===== src/rtl/sensor_hub_core.sv =====
// sensor_hub_core: multi-channel DHT11 command/response controller.
// Assembles 2-byte UART commands, runs guarded per-channel sensor reads,
// returns 2-byte responses and walks periodic continuous-report slots.
module sensor_hub_core #(
  parameter int unsigned N_SENSORS      = 4,
  parameter int unsigned RX_TIMEOUT     = 50_000_000,
  parameter int unsigned SENSOR_TIMEOUT = 100_000_000,
  parameter int unsigned CONT_PERIOD    = 100_000_000
) (
  input  logic                     i_Clock,
  input  logic                     rst_n,
  input  logic [7:0]               i_Rx_Data,
  input  logic                     i_Rx_Done,
  input  logic                     i_Tx_Done,
  output logic [7:0]               o_Tx_Data,
  output logic                     o_Tx_Start,
  output logic [N_SENSORS-1:0]     o_Sensor_Run,
  input  logic [32*N_SENSORS-1:0]  i_Sensor_Data,
  input  logic [N_SENSORS-1:0]     i_Sensor_Done,
  input  logic [N_SENSORS-1:0]     i_Sensor_Error,
  output logic                     o_Busy,
  output logic                     o_Overrun,
  output logic [3:0]               debug_state
);

  localparam int unsigned SW = $clog2(2 * N_SENSORS + 1);

  typedef enum logic [3:0] {
    IDLE        = 4'd0,
    DECODE      = 4'd1,
    SENSOR_RUN  = 4'd2,
    SENSOR_WAIT = 4'd3,
    SEND_CODE   = 4'd4,
    WAIT_TX1    = 4'd5,
    SEND_DATA   = 4'd6,
    WAIT_TX2    = 4'd7
  } hubStateT;

  typedef enum logic [1:0] {
    KIND_STATUS = 2'd0,
    KIND_TEMP   = 2'd1,
    KIND_HUM    = 2'd2
  } readKindT;

  hubStateT             state;
  readKindT             kind;
  logic                 haveCmd;
  logic [7:0]           cmdByte;
  logic [31:0]          rxTimer;
  logic                 pendValid;
  logic [7:0]           pendCmd;
  logic [7:0]           pendAddr;
  logic                 pendTake;
  logic [31:0]          contTimer;
  logic                 contTick;
  logic                 contDue;
  logic                 contQueued;
  logic [SW-1:0]        slotIdx;
  logic                 slotEn;
  logic [N_SENSORS-1:0] contTemp;
  logic [N_SENSORS-1:0] contHum;
  logic [7:0]           curCmd;
  logic [7:0]           curAddr;
  logic [7:0]           dataByte;
  logic [31:0]          wdog;
  logic [N_SENSORS-1:0] addrMask;
  logic                 selDone;
  logic                 selErr;
  logic [7:0]           selTemp;
  logic [7:0]           selHum;
  logic                 unusedSensorBits;

  assign pendTake    = (state == IDLE) && pendValid;
  assign contTick    = (contTimer == CONT_PERIOD - 1);
  assign o_Busy      = (state != IDLE);
  assign debug_state = state;

  // Channel selection for the current address and the walk's current slot.
  always_comb begin
    addrMask         = '0;
    selTemp          = '0;
    selHum           = '0;
    slotEn           = 1'b0;
    unusedSensorBits = 1'b0;
    for (int unsigned k = 0; k < N_SENSORS; k++) begin
      addrMask[k] = (curAddr == 8'(k));
      if (addrMask[k]) begin
        selTemp = i_Sensor_Data[32*k+8 +: 8];
        selHum  = i_Sensor_Data[32*k+24 +: 8];
      end
      if (slotIdx == SW'(2*k))     slotEn = contTemp[k];
      if (slotIdx == SW'(2*k + 1)) slotEn = contHum[k];
      unusedSensorBits = unusedSensorBits ^ (^i_Sensor_Data[32*k+16 +: 8]) ^ (^i_Sensor_Data[32*k +: 8]);
    end
    selDone = |(i_Sensor_Done & addrMask);
    selErr  = |(i_Sensor_Error & addrMask);
  end

  // Receive assembler: pairs command/address bytes, times out a lone
  // command byte, and drops a completed command while one is still pending.
  always_ff @(posedge i_Clock or negedge rst_n) begin
    if (!rst_n) begin
      haveCmd   <= 1'b0;
      cmdByte   <= '0;
      rxTimer   <= '0;
      pendValid <= 1'b0;
      pendCmd   <= '0;
      pendAddr  <= '0;
      o_Overrun <= 1'b0;
    end else begin
      o_Overrun <= 1'b0;
      if (pendTake) pendValid <= 1'b0;
      if (i_Rx_Done) begin
        if (!haveCmd) begin
          cmdByte <= i_Rx_Data;
          haveCmd <= 1'b1;
          rxTimer <= '0;
        end else begin
          haveCmd <= 1'b0;
          if (pendValid) begin
            o_Overrun <= 1'b1;
          end else begin
            pendCmd   <= cmdByte;
            pendAddr  <= i_Rx_Data;
            pendValid <= 1'b1;
          end
        end
      end else if (haveCmd) begin
        if (rxTimer >= RX_TIMEOUT - 1) haveCmd <= 1'b0;
        else                           rxTimer <= rxTimer + 1;
      end
    end
  end

  // Free-running continuous-report period timer.
  always_ff @(posedge i_Clock or negedge rst_n) begin
    if (!rst_n) contTimer <= '0;
    else if (contTick) contTimer <= '0;
    else contTimer <= contTimer + 1;
  end

  // Main transaction FSM with registered UART and sensor-enable outputs.
  always_ff @(posedge i_Clock or negedge rst_n) begin
    if (!rst_n) begin
      state        <= IDLE;
      kind         <= KIND_STATUS;
      o_Tx_Start   <= 1'b0;
      o_Tx_Data    <= '0;
      o_Sensor_Run <= '0;
      curCmd       <= '0;
      curAddr      <= '0;
      dataByte     <= '0;
      wdog         <= '0;
      contTemp     <= '0;
      contHum      <= '0;
      contDue      <= 1'b0;
      contQueued   <= 1'b0;
      slotIdx      <= '0;
    end else begin
      if (contTick) begin
        if (contDue) contQueued <= 1'b1;
        else         contDue    <= 1'b1;
      end
      case (state)
        IDLE: begin
          if (pendValid) begin
            curCmd  <= pendCmd;
            curAddr <= pendAddr;
            state   <= DECODE;
          end else if (contDue) begin
            // One slot is inspected per idle cycle; slotIdx survives user
            // commands served in between so the walk resumes where it left.
            if (slotIdx == SW'(2 * N_SENSORS)) begin
              slotIdx    <= '0;
              contDue    <= contQueued || contTick;
              contQueued <= 1'b0;
            end else begin
              slotIdx <= slotIdx + 1'b1;
              if (slotEn) begin
                curAddr <= 8'(slotIdx >> 1);
                kind    <= slotIdx[0] ? KIND_HUM : KIND_TEMP;
                state   <= SENSOR_RUN;
              end
            end
          end
        end
        DECODE: begin
          if (32'(curAddr) >= N_SENSORS || curCmd > 8'h06) begin
            o_Tx_Data  <= 8'hEF;
            dataByte   <= curAddr;
            o_Tx_Start <= 1'b1;
            state      <= SEND_CODE;
          end else begin
            case (curCmd[2:0])
              3'd0: begin kind <= KIND_STATUS; state <= SENSOR_RUN; end
              3'd1: begin kind <= KIND_TEMP;   state <= SENSOR_RUN; end
              3'd2: begin kind <= KIND_HUM;    state <= SENSOR_RUN; end
              3'd3: begin
                contTemp <= contTemp | addrMask;
                kind     <= KIND_TEMP;
                state    <= SENSOR_RUN;
              end
              3'd4: begin
                contHum <= contHum | addrMask;
                kind    <= KIND_HUM;
                state   <= SENSOR_RUN;
              end
              3'd5: begin
                contTemp   <= contTemp & ~addrMask;
                o_Tx_Data  <= 8'h0A;
                dataByte   <= curAddr;
                o_Tx_Start <= 1'b1;
                state      <= SEND_CODE;
              end
              default: begin
                contHum    <= contHum & ~addrMask;
                o_Tx_Data  <= 8'h0B;
                dataByte   <= curAddr;
                o_Tx_Start <= 1'b1;
                state      <= SEND_CODE;
              end
            endcase
          end
        end
        SENSOR_RUN: begin
          o_Sensor_Run <= addrMask;
          wdog         <= '0;
          state        <= SENSOR_WAIT;
        end
        SENSOR_WAIT: begin
          if (selErr || (!selDone && wdog == SENSOR_TIMEOUT - 1)) begin
            o_Tx_Data    <= 8'h1F;
            dataByte     <= curAddr;
            o_Sensor_Run <= '0;
            o_Tx_Start   <= 1'b1;
            state        <= SEND_CODE;
          end else if (selDone) begin
            case (kind)
              KIND_TEMP: begin o_Tx_Data <= 8'h09; dataByte <= selTemp; end
              KIND_HUM:  begin o_Tx_Data <= 8'h08; dataByte <= selHum;  end
              default:   begin o_Tx_Data <= 8'h07; dataByte <= curAddr; end
            endcase
            o_Sensor_Run <= '0;
            o_Tx_Start   <= 1'b1;
            state        <= SEND_CODE;
          end else begin
            wdog <= wdog + 1;
          end
        end
        SEND_CODE: begin
          o_Tx_Start <= 1'b0;
          state      <= WAIT_TX1;
        end
        WAIT_TX1: begin
          if (i_Tx_Done) begin
            o_Tx_Data  <= dataByte;
            o_Tx_Start <= 1'b1;
            state      <= SEND_DATA;
          end
        end
        SEND_DATA: begin
          o_Tx_Start <= 1'b0;
          state      <= WAIT_TX2;
        end
        WAIT_TX2: begin
          if (i_Tx_Done) state <= IDLE;
        end
        default: state <= IDLE;
      endcase
    end
  end

endmodule


===== config.mk =====
export PLATFORM = sky130hd
export DESIGN_NAME = sensor_hub_core
export DESIGN_NICKNAME = d
export VERILOG_FILES = /design/src/rtl/sensor_hub_core.sv
export SDC_FILE = /design/constraint.sdc
export NUM_CORES = 1
export LEC_CHECK = 0
export CAP_MARGIN = 15
export CORE_UTILIZATION = 30
export CTS_CLUSTER_SIZE = 20
export DETAILED_ROUTE_END_ITERATION = 12
export PLACE_DENSITY = 0.58
export SETUP_SLACK_MARGIN = 0.1
export SLEW_MARGIN = 20
export SYNTH_ARGS = -nofsm -noshare
export SYNTH_HDL_FRONTEND = slang
export SYNTH_SLANG_ARGS = --single-unit

===== constraint.sdc =====
create_clock -name i_Clock -period 7.15 [get_ports i_Clock]
set_input_delay 1.0725 -clock i_Clock [delete_from_list [all_inputs] [get_ports i_Clock]]
set_output_delay 1.0725 -clock i_Clock [all_outputs]
set_load 0.02 [all_outputs]

# --- After elaboration in Yosys (flattened, before gate mapping) ---
# Index checks and enable logic that the tools add are counted.
totals:
  input_bits: 148
  reg_bits: 180
  output_inout_bits: 19
  word_cells: 221
op_classes:
  add_sub_neg: 4
  n_lt_le_gt_ge: 3
  reduce_logical: 42
  mux: 94
  bitwise_logic: 11
  eq_ne: 45
ops:
  columns: ["cell", "n"]
  rows:
  - ["$mux W32", 7]
  - ["$mux W8", 20]
  - ["$add A32 B1 Y32 const B", 3]
  - ["$eq A32 B27 Y1 const B", 2]
  - ["$pmux W32 S2", 1]
  - ["$pmux W8 S2", 3]
  - ["$mux W4", 11]
  - ["$mux W1", 35]
  - ["$eq A4 B3 Y1 const B", 8]
  - ["$ge A32 B26 Y1 const B", 1]
  - ["$pmux W4 S2", 4]
  - ["$pmux W4 S8", 1]
  - ["$ne A2 B2 Y1 const B", 12]
  - ["$pmux W8 S3", 1]
  - ["$reduce_and A3 Y1", 7]
  - ["$and A4 B4 Y4", 4]
  - ["$eq A4 B2 Y1 const B", 4]
  - ["$eq A8 B2 Y1 const B", 2]
  - ["$ne A3 B3 Y1 const B", 5]
  - ["$reduce_bool A2 Y1", 7]
  - ["$mux W2", 6]
  - ["$reduce_and A4 Y1", 3]
  - ["$reduce_or A5 Y1", 2]
  - ["$eq A4 B1 Y1 const B", 2]
  - ["31 further kinds", 48]

# --- Longest topological paths before layout ---
# Gate-level depths: netlist (run 1).
depth:
  word_depth: 14
  depth_mapped: 8
  ltp_nobuf: 8

# --- Worst setup path after synthesis (run 1) ---
# Ideal clock, no wire load.
synth_path:
  path_kind: "input-to-reg"
  startpoint: "in i_Sensor_Error[3]"
  endpoint: "reg dataByte[0]"
  required_time_ns: 7.025
  setup_ns: 0.125
  arrival_ns: 2.764
  n_path_buf: 1
  stages: 7
  path_slack_ns: 4.262
  path_cell_list: "mux4_2 > nor2_1 > nor2_2 > o21ai_0 > and2_1 > buf_2 > mux2_2"
synth_between:
  elab_chain_len: 5
  word_cells_on_any_way: 7
  cone_classes: "eq/ne (1); mux (2); bitwise (1); reduce/logical (3)"
synth_lines:
  columns: ["item", "line_no", "source"]
  rows:
  - ["start, declared", "20", "input logic [N_SENSORS-1:0] i_Sensor_Error,"]
  - ["$and A4 B4 Y4 (*)", "96", "selErr = |(i_Sensor_Error & addrMask);"]
  - ["$reduce_or A4 Y1 (*)", "96", null]
  - ["$logic_or A1 B1 Y1 (*)", "231", "if (selErr || (!selDone && wdog == SENSOR_TIMEOUT - 1)) begin"]
  - ["$ne A3 B3 Y1 (no source line) or $mux W8 (tied branches)", null, null]
  - ["$reduce_and A3 Y1 (no source line) or $pmux W8 S2 (tied branches)", null, null]
  - ["end signal, assigned", "211", "dataByte <= curAddr;"]
  - ["end signal, assigned", "218", "dataByte <= curAddr;"]
  - ["end signal, assigned", "233", "dataByte <= curAddr;"]
  - ["end, declared", "64", "logic [7:0] dataByte;"]
# Every way passes the cells marked *; elsewhere a longest branch is shown, timed or not.
# A chain may end at the register's enable or synchronous reset.

# --- Worst setup path after layout (run 1) ---
layout_path:
  startpoint: "reg state[2], in the netlist debug_state[2]"
  endpoint: "out o_Busy"
layout_between:
  elab_chain_len: 1
layout_lines:
  columns: ["item", "line_no", "source"]
  rows:
  - ["start, declared", "45", "hubStateT state;"]
  - ["start signal, assigned", "145", "state <= IDLE;"]
  - ["start signal, assigned", "169", "state <= DECODE;"]
  - ["start signal, assigned", "182", "state <= SENSOR_RUN;"]
  - ["$reduce_bool A4 Y1", "75", "assign o_Busy = (state != IDLE);"]
  - ["end, declared", "21", "output logic o_Busy,"]
# No other way between the ends.

==> summary.md, run 1 <==
| Metric | Value |
|---|---|
| Outcome | `finished clean` |
| Routed vias | `7565` |
| Dpl cells | `1432` |
| Post-Place Setup Slack | `3.50 ns` |
| Netlist cell types | `73` |
| CP Capture Type | `primary output` |
| Final worst slack | `3.46 ns` |
| Share of cells above drive strength 1 | `11.1%` |
| Synth-to-Final Area Change | `21.1%` |
| Max-slew violations | `0` |
| Hpwl dp | `about 17 mm` |
| Pre-antenna DRT Iters | `5` |
| # hold bufs at CTS | `0` |
| Die Wd | `181 um` |
| Hold Path Class | `register to register` |
| Hold Path Origin | `cmdByte[0]` |
| Tcrit/Tclk final | `51.6%` |
| Layout net count | `1207` |
| Worst hold path depth | `2` |
| Filler Cell Count | `3147` |
| Hold Fails Final Rpt | `0` |
| RSZ-0062 raised after global routing | `false` |
| Pin slew with the least headroom to its limit | `between 0.9 and 1 ns` |
| Multi-input gate area | `about 0.0048 mm^2` |
| DRT Wirelength | `23.4 mm` |
| Max FO, Critical Path | `23` |
| Crit path max-delay cell type | `dfrtp_1` |
| Ranking of synthesized cells by area | `dfrtp_1, mux2_2, nand2_1` |
| Slew headroom | `33.3%` |
| YS warnings | `0` |
| Worst Hold End | `cmdByte[0]` |
| H-Tree Depth | `4` |
| Asr flop ratio synth | `100%` |
| Antenna-violating nets left | `0` |
| Mean post-synth cell area | `9.95 um^2` |
| Die height | `181 um` |
| FMAX | `271 MHz` |
| Clk_skew | `0.0103 ns` |
| Initial Util | `between 30% and 40%` |
| R2r setup slk | `3.93 ns` |
| Crit-path cells | `nor3_1, inv_1, clkdlybuf4s50_1` |
| Worst r2r path cells | `7` |
| Synthesized area | `roughly 0.0096 mm^2` |
| Antenna violations before repair | `0` |
| Die ar. | `about 0.033 mm^2` |
| CTS Buffer Depth | `2` |
| PortBufs | `~100` |
| First-pass GRT wire length | `39.0 mm` |
| Storage cell area | `roughly 0.0045 mm^2` |
| WHS | `0.473 ns` |
| Core area | `0.0316 mm^2` |
| Via/cell ratio | `5.17` |
| Synth top area share | `46.5%` |
| TNS Setup | `0 ns` |
| CTS Root Cell | `clkbuf_16` |
| Post-Syn Instances | `967` |
| Syn_nets | `1125` |
| Cell taking the most area after synthesis | `dfrtp_1` |
| WP data arrival | `2.61 ns` |
| ANT cells | `0` |
| Clk slew on worst S/H paths | `0.07 ns` |
| Post-Layout Cell Count | `~1500` |
| Kind of critical path | `register to primary output` |
| Setup Fix Bufs, Post-CTS | `0` |
| Final min period | `about 3.7 ns` |
| CP Launch Type | `register` |
| # clock sinks | `around 180` |
| Pin count of the biggest net entering global routing | `a little under 100` |
| Largest delay contributor family on the critical path | `buffers and inverters` |
| Initial DRC Count | `495` |
| CP required | `6.08 ns` |
| Crit path buf inv count | `2` |
| Max-Cap Viols | `0` |
| Synth Flop Type | `dfrtp_1` |
| Vias in the first global route | `7408` |
| I/O pin count | `167` |
| Placer Congestion | `0.808` |
| Inserted Clock Buffers | `17` |
| Post-synth EDFFs | `0` |
| Overall Global Routing Usage | `14.8%` |
| Worst skew pair latency | `0.43 ns` |
| Peak supply drop | `0.176 mV` |
| Flops & latches, synth | `approximately 180` |
| Reg-to-reg startpoint | `debug_state[2]` |
| Pwr Density | `303 mW/mm^2` |
| Drc violations | `0` |
| CTS resizes | `0` |
| Pleak | `4.80 nW` |
| Worst r2r dst | `kind[1]` |
| Rows | `65` |
| Setup-failing EPs final | `0` |
| Post-synthesis sequential area ratio | `46.5%` |
| Slowest stage delay, CP | `0.65 ns` |
| CTS tree | `done` |
| Routed len/inst | `~16 um` |
| Grt ovf | `0` |
==> sequential cells by signal, summed over array words and instances (netlist names), named ones only <==
register and count:
o_Tx_Data 8, pendValid 1, haveCmd 1, o_Tx_Start 1
dataByte 8, contTimer 32, cmdByte 8, kind 2
pendCmd 8, o_Sensor_Run 4, curCmd 8, pendAddr 8
contQueued 1, rxTimer 32, wdog 32, contDue 1
debug_state 3, slotIdx 4, o_Overrun 1, curAddr 8
==> metal layers <==
metal	global-route usage (%)	up-vias	routed length, um
met2	23.9	88	11100
met5	0	-	0
met1	20.3	3743	11400
met4	4.20	0	242
li1	-	3716	-
met3	2.48	18	565
==> worst max path at each step <==
stage	slack [ns]	end	depth (start not counted)	start
2_1_floorplan	4.26	dataByte[0]	7	i_Sensor_Error[3]
3_3_place_gp	3.50	dataByte[5]	7	i_Sensor_Error[3]
3_5_place_dp	3.50	dataByte[5]	7	i_Sensor_Error[1]
4_1_cts	3.38	o_Busy	3	debug_state[2]
5_1_grt	3.29	o_Busy	3	debug_state[2]
6_report	3.46	o_Busy	3	debug_state[2]
==> logic make-up after synthesis <==
group / after synthesis / synth area share (%)
xor gates and xnor gates: 35 / 3.19
buffers and inverters: 77 / 3.17
AOI/OAI and AO/OA: 188 / 13.2
adders and majority gates: 10 / 1.30
muxes: 89 / 11.3
DFF: 179 / 46.5
other: 1 / 0.0390
and+or+nand+nor: 388 / 21.3
==> cell usage in the layout (no fill, tap or decap), types with 5 or more instances in the layout <==
cell,instances
mux2i_1,31
and2_1,20
a22o_1,11
clkbuf_16,17
xnor2_1,10
o31ai_1,15
nand3b_1,6
nor4b_1,6
buf_4,9
nor2_1,60
xor2_1,25
a21oi_1,42
or3_1,26
o211ai_1,12
nor2b_1,6
nor3_1,14
nand2b_1,11
nand4_1,26
nor4_1,15
clkdlybuf4s50_1,100
or4_1,12
a31oi_1,12
ha_1,10
dfrtp_1,179
and3_1,17
nand2_1,105
mux4_2,11
or2_2,6
inv_1,29
mux2_2,47
o21ai_0,40
nand3_1,39
o22ai_1,5
==> final cells by class <==
| class | count | area share, % |
|---|---|---|
| Clock inverter | 13 | 1.63 |
| Sequential cell | 179 | 38.4 |
| Multi-Input combinational cell | 711 | 41.5 |
| Inverter | 29 | 0.934 |
| Timing Repair Buffer | 111 | 9.36 |
| Clock buffer | 19 | 3.80 |
| Tap cell | 402 | 4.32 |
==> metrics by stage <==
| stage | power, mW | cell area, um^2 | util [%] |
|---|---|---|---|
| 2_1_floorplan | 2.15 | 9620 | - |
| 3_3_place_gp | 2.54 | 11000 | 34.9 |
| 3_5_place_dp | 2.56 | 11000 | 34.9 |
| 4_1_cts | 3.57 | 11700 | 36.9 |
| 5_1_grt | 3.75 | 11700 | 36.9 |
| 6_report | 3.53 | 11700 | 36.9 |
==> synthesized netlist by cell type, drive strengths merged (26+ instances only) <==
master	number
dfrtp	179
mux2	47
inv	29
nand4	27
a21oi	43
o21ai	42
mux2i	31
nand3	39
nor2	61
or3	26
nand2	105
clkbuf	38
==> worst min-delay path, stage by stage, from the launching register on <==
cell and delay, ns:
dfrtp_1 0.34, nand2_1 0.05, nand2_1 0.05
==> report_power, final <==
group	switching, mW	internal (mW)	total, mW
Combinational	0.598	0.513	1.11
Sequential	0.215	1.20	1.42
Clock	0.431	0.574	1.01
Total	1.24	2.29	3.53
No activity file was read; power rests on OpenSTA's default activity.
==> inputs of run 2 (changes only) <==
==> constraint.sdc (replaced) <==
create_clock -name i_Clock -period 3.8 [get_ports i_Clock]
set_input_delay 0.57 -clock i_Clock [delete_from_list [all_inputs] [get_ports i_Clock]]
set_output_delay 0.57 -clock i_Clock [all_outputs]
set_load 0.02 [all_outputs]
==> run 2 against run 1 <==
Against the previous run: critical path depth unchanged; wire length up 2.3%; final cell count up 0.68%; sequential power up 84%; hold slack worse by 0.29 ns; global-route usage up 0.52 points; sequential cell count unchanged.
==> summary.md, run 2 (synthesized netlist as in run 1, its figures left out) <==
| Metric | Value |
|---|---|
| Die height | `181 um (unchanged)` |
| Share of cells above drive strength 1 | `12.0% (+0.92 points)` |
| CTS tree | `done` |
| CTS Root Cell | `clkbuf_16` |
| Largest delay contributor family on the critical path | `buffers and inverters` |
| TNS Setup | `0 ns (unchanged)` |
| Rows | `65 (unchanged)` |
| Vias in the first global route | `7604 (+2.6%)` |
| Layout net count | `1217 (+0.83%)` |
| Post-Layout Cell Count | `1474 (+0.68%)` |
| H-Tree Depth | `4 (unchanged)` |
| Slew headroom | `32.4% (-0.86 points)` |
| Via/cell ratio | `5.17 (+0.11%)` |
| Antenna violations before repair | `2 (+2)` |
| Outcome | `finished clean` |
| Most common cell after layout, fill and taps aside | `dfrtp_1` |
| Clk_skew | `0.0142 ns (+0.00386 ns)` |
| Max-Cap Viols | `0 (unchanged)` |
| Max FO, Critical Path | `14 (-39%)` |
| Die ar. | `0.0328 mm^2 (unchanged)` |
| Placer Congestion | `0.826 (+2.2%)` |
| Core area | `0.0316 mm^2 (unchanged)` |
| Crit-path cells | `nor3_1, inv_1, clkdlybuf4s50_1` |
| CTS resizes | `0 (unchanged)` |
| Inserted Clock Buffers | `17 (unchanged)` |
| Power Total | `6.60 mW (+87%)` |
| WP depth | `3 (unchanged)` |
| Slowest stage delay, CP | `0.64 ns (about the same)` |
| CTS Buffer Depth | `2 (unchanged)` |
| RSZ-0062 raised after global routing | `false` |
| CP Launch Type | `register` |
| Reg-to-reg startpoint | `debug_state[1]` |
| Setup Fix Bufs, Post-CTS | `0 (unchanged)` |
| Grt ovf | `0 (unchanged)` |
| Setup-failing EPs final | `0 (unchanged)` |
| Max-slew violations | `0 (unchanged)` |
| Pwr Density | `563 mW/mm^2 (+86%)` |
| Final min period | `around 3.2 ns` |
| I/O pin count | `167 (unchanged)` |
| Peak supply drop | `0.335 mV (+90%)` |
| Filler Cell Count | `3169 (+0.70%)` |
| Drc violations | `0 (unchanged)` |
| Antenna-violating nets left | `0 (unchanged)` |
| Synth-to-Final Area Change | `21.7%` |
| WP data arrival | `2.59 ns (-0.02 ns)` |
| Largest registers | `contTimer: 32 flops, rxTimer: 32 flops, wdog: 32 flops` |
| Hpwl dp | `17.3 mm (+3.7%)` |
| ANT cells | `0 (unchanged)` |
| Worst r2r path cells | `7 (unchanged)` |
| Initial Util | `30.5% (unchanged)` |
| First-pass GRT wire length | `40.3 mm (+3.4%)` |
| Dpl cells | `1442 (+0.70%)` |
| Worst r2r dst | `kind[1]` |
| Pin count of the biggest net entering global routing | `88 (-11%)` |
| Hold Fails Final Rpt | `0 (unchanged)` |
| Post-Place Setup Slack | `0.673 ns (-2.83 ns)` |
| Pin slew with the least headroom to its limit | `1.01 ns (+0.0128 ns)` |
| Routed vias | `7625 (+0.79%)` |
| Initial DRC Count | `433 (-13%)` |
| Crit path max-delay cell type | `nor3_1` |
| Design Area, Final | `0.0117 mm^2 (+0.47%)` |
| Storage cell area | `0.00448 mm^2 (unchanged)` |
| R2r setup slk | `0.92 ns (-3.01 ns)` |
| # clock sinks | `179 (unchanged)` |
| # hold bufs at CTS | `0 (unchanged)` |
| Hold Path Class | `primary input to asynchronous set/reset pin` |
| Cell area after placement | `0.0111 mm^2 (+0.86%)` |
| CP Capture Type | `primary output` |
| Routed len/inst | `16.2 um (+1.6%)` |
| PortBufs | `101 (unchanged)` |
| FMAX | `316 MHz` |
| Crit path buf inv count | `2 (unchanged)` |
| Worst skew pair latency | `0.44 ns (about the same)` |
| CP required | `3.23 ns (-2.85 ns)` |
| Pleak | `4.83 nW (+0.58%)` |
| Multi-input gate area | `0.00485 mm^2 (+0.16%)` |
| Clk slew on worst S/H paths | `0.07 ns (about the same)` |
| Most frequent cells in the layout | `dfrtp_1, nand2_1, clkdlybuf4s50_1` |
| Tcrit/Tclk final | `83.2%` |
| DRT Wirelength | `23.9 mm (+2.3%)` |
| Kind of critical path | `register to primary output` |
| Die Wd | `181 um (unchanged)` |
| Crit path launch | `debug_state[1]` |
| Crit path capture | `o_Busy` |
| Overall Global Routing Usage | `15.3% (+0.52 points)` |
| Final worst slack | `0.639 ns (-2.82 ns)` |
| Pre-antenna DRT Iters | `5 (unchanged)` |
## run 2: metal layers
layer | track usage [%] | up-vias | share of wire, %
li1 | - | 3750 | -
met1 | 20.7 | 3748 | 48
met2 | 24.8 | 103 | 48
met3 | 3.08 | 20 | 3.1
met4 | 4.31 | 4 | 1.1
met5 | 0 | - | 0.11
## run 2: worst min-delay path by stage
stage,to,depth (start not counted)
floorplan,asynchronous set/reset pin,0
global placement,cmdByte[7],2
detailed placement,cmdByte[3],2
CTS,o_Tx_Data[5],1
global route,o_Tx_Data[6],1
finish,o_Tx_Data[6],1
## run 2: area by class of cell
| cell class | count | area share, % |
|---|---|---|
| multi-input combinational | 711 | 41.4 |
| clock buffer | 19 | 3.87 |
| clock inverter | 13 | 1.23 |
| timing repair buffer | 121 | 10.0 |
| tap | 402 | 4.29 |
| sequential | 179 | 38.2 |
| inverter | 29 | 0.929 |
## run 2: where the power goes
group / switching [mW] / internal (mW)
sequential: 0.348 / 2.26
clock: 0.828 / 0.962
combinational: 1.19 / 1.01
total: 2.37 / 4.23
## run 2: worst register-to-register path: stages (launching register included)
cell and delay, ns:
dfrtp_1 0.57, nor3_1 0.64, inv_1 0.30, nor2_1 0.19, nand2_1 0.14, or2_2 0.33, o32ai_1 0.21, mux2_2 0.38
## run 2: metrics by stage
| step | util [%] | hold WS [ns] |
|---|---|---|
| after detailed placement | 35.2 | 0.463 |
| after global placement | 35.2 | 0.456 |
| after floorplan | - | 0.274 |
| after CTS | 37.1 | 0.216 |
| after global routing | 37.1 | 0.243 |
| final | 37.1 | 0.179 |
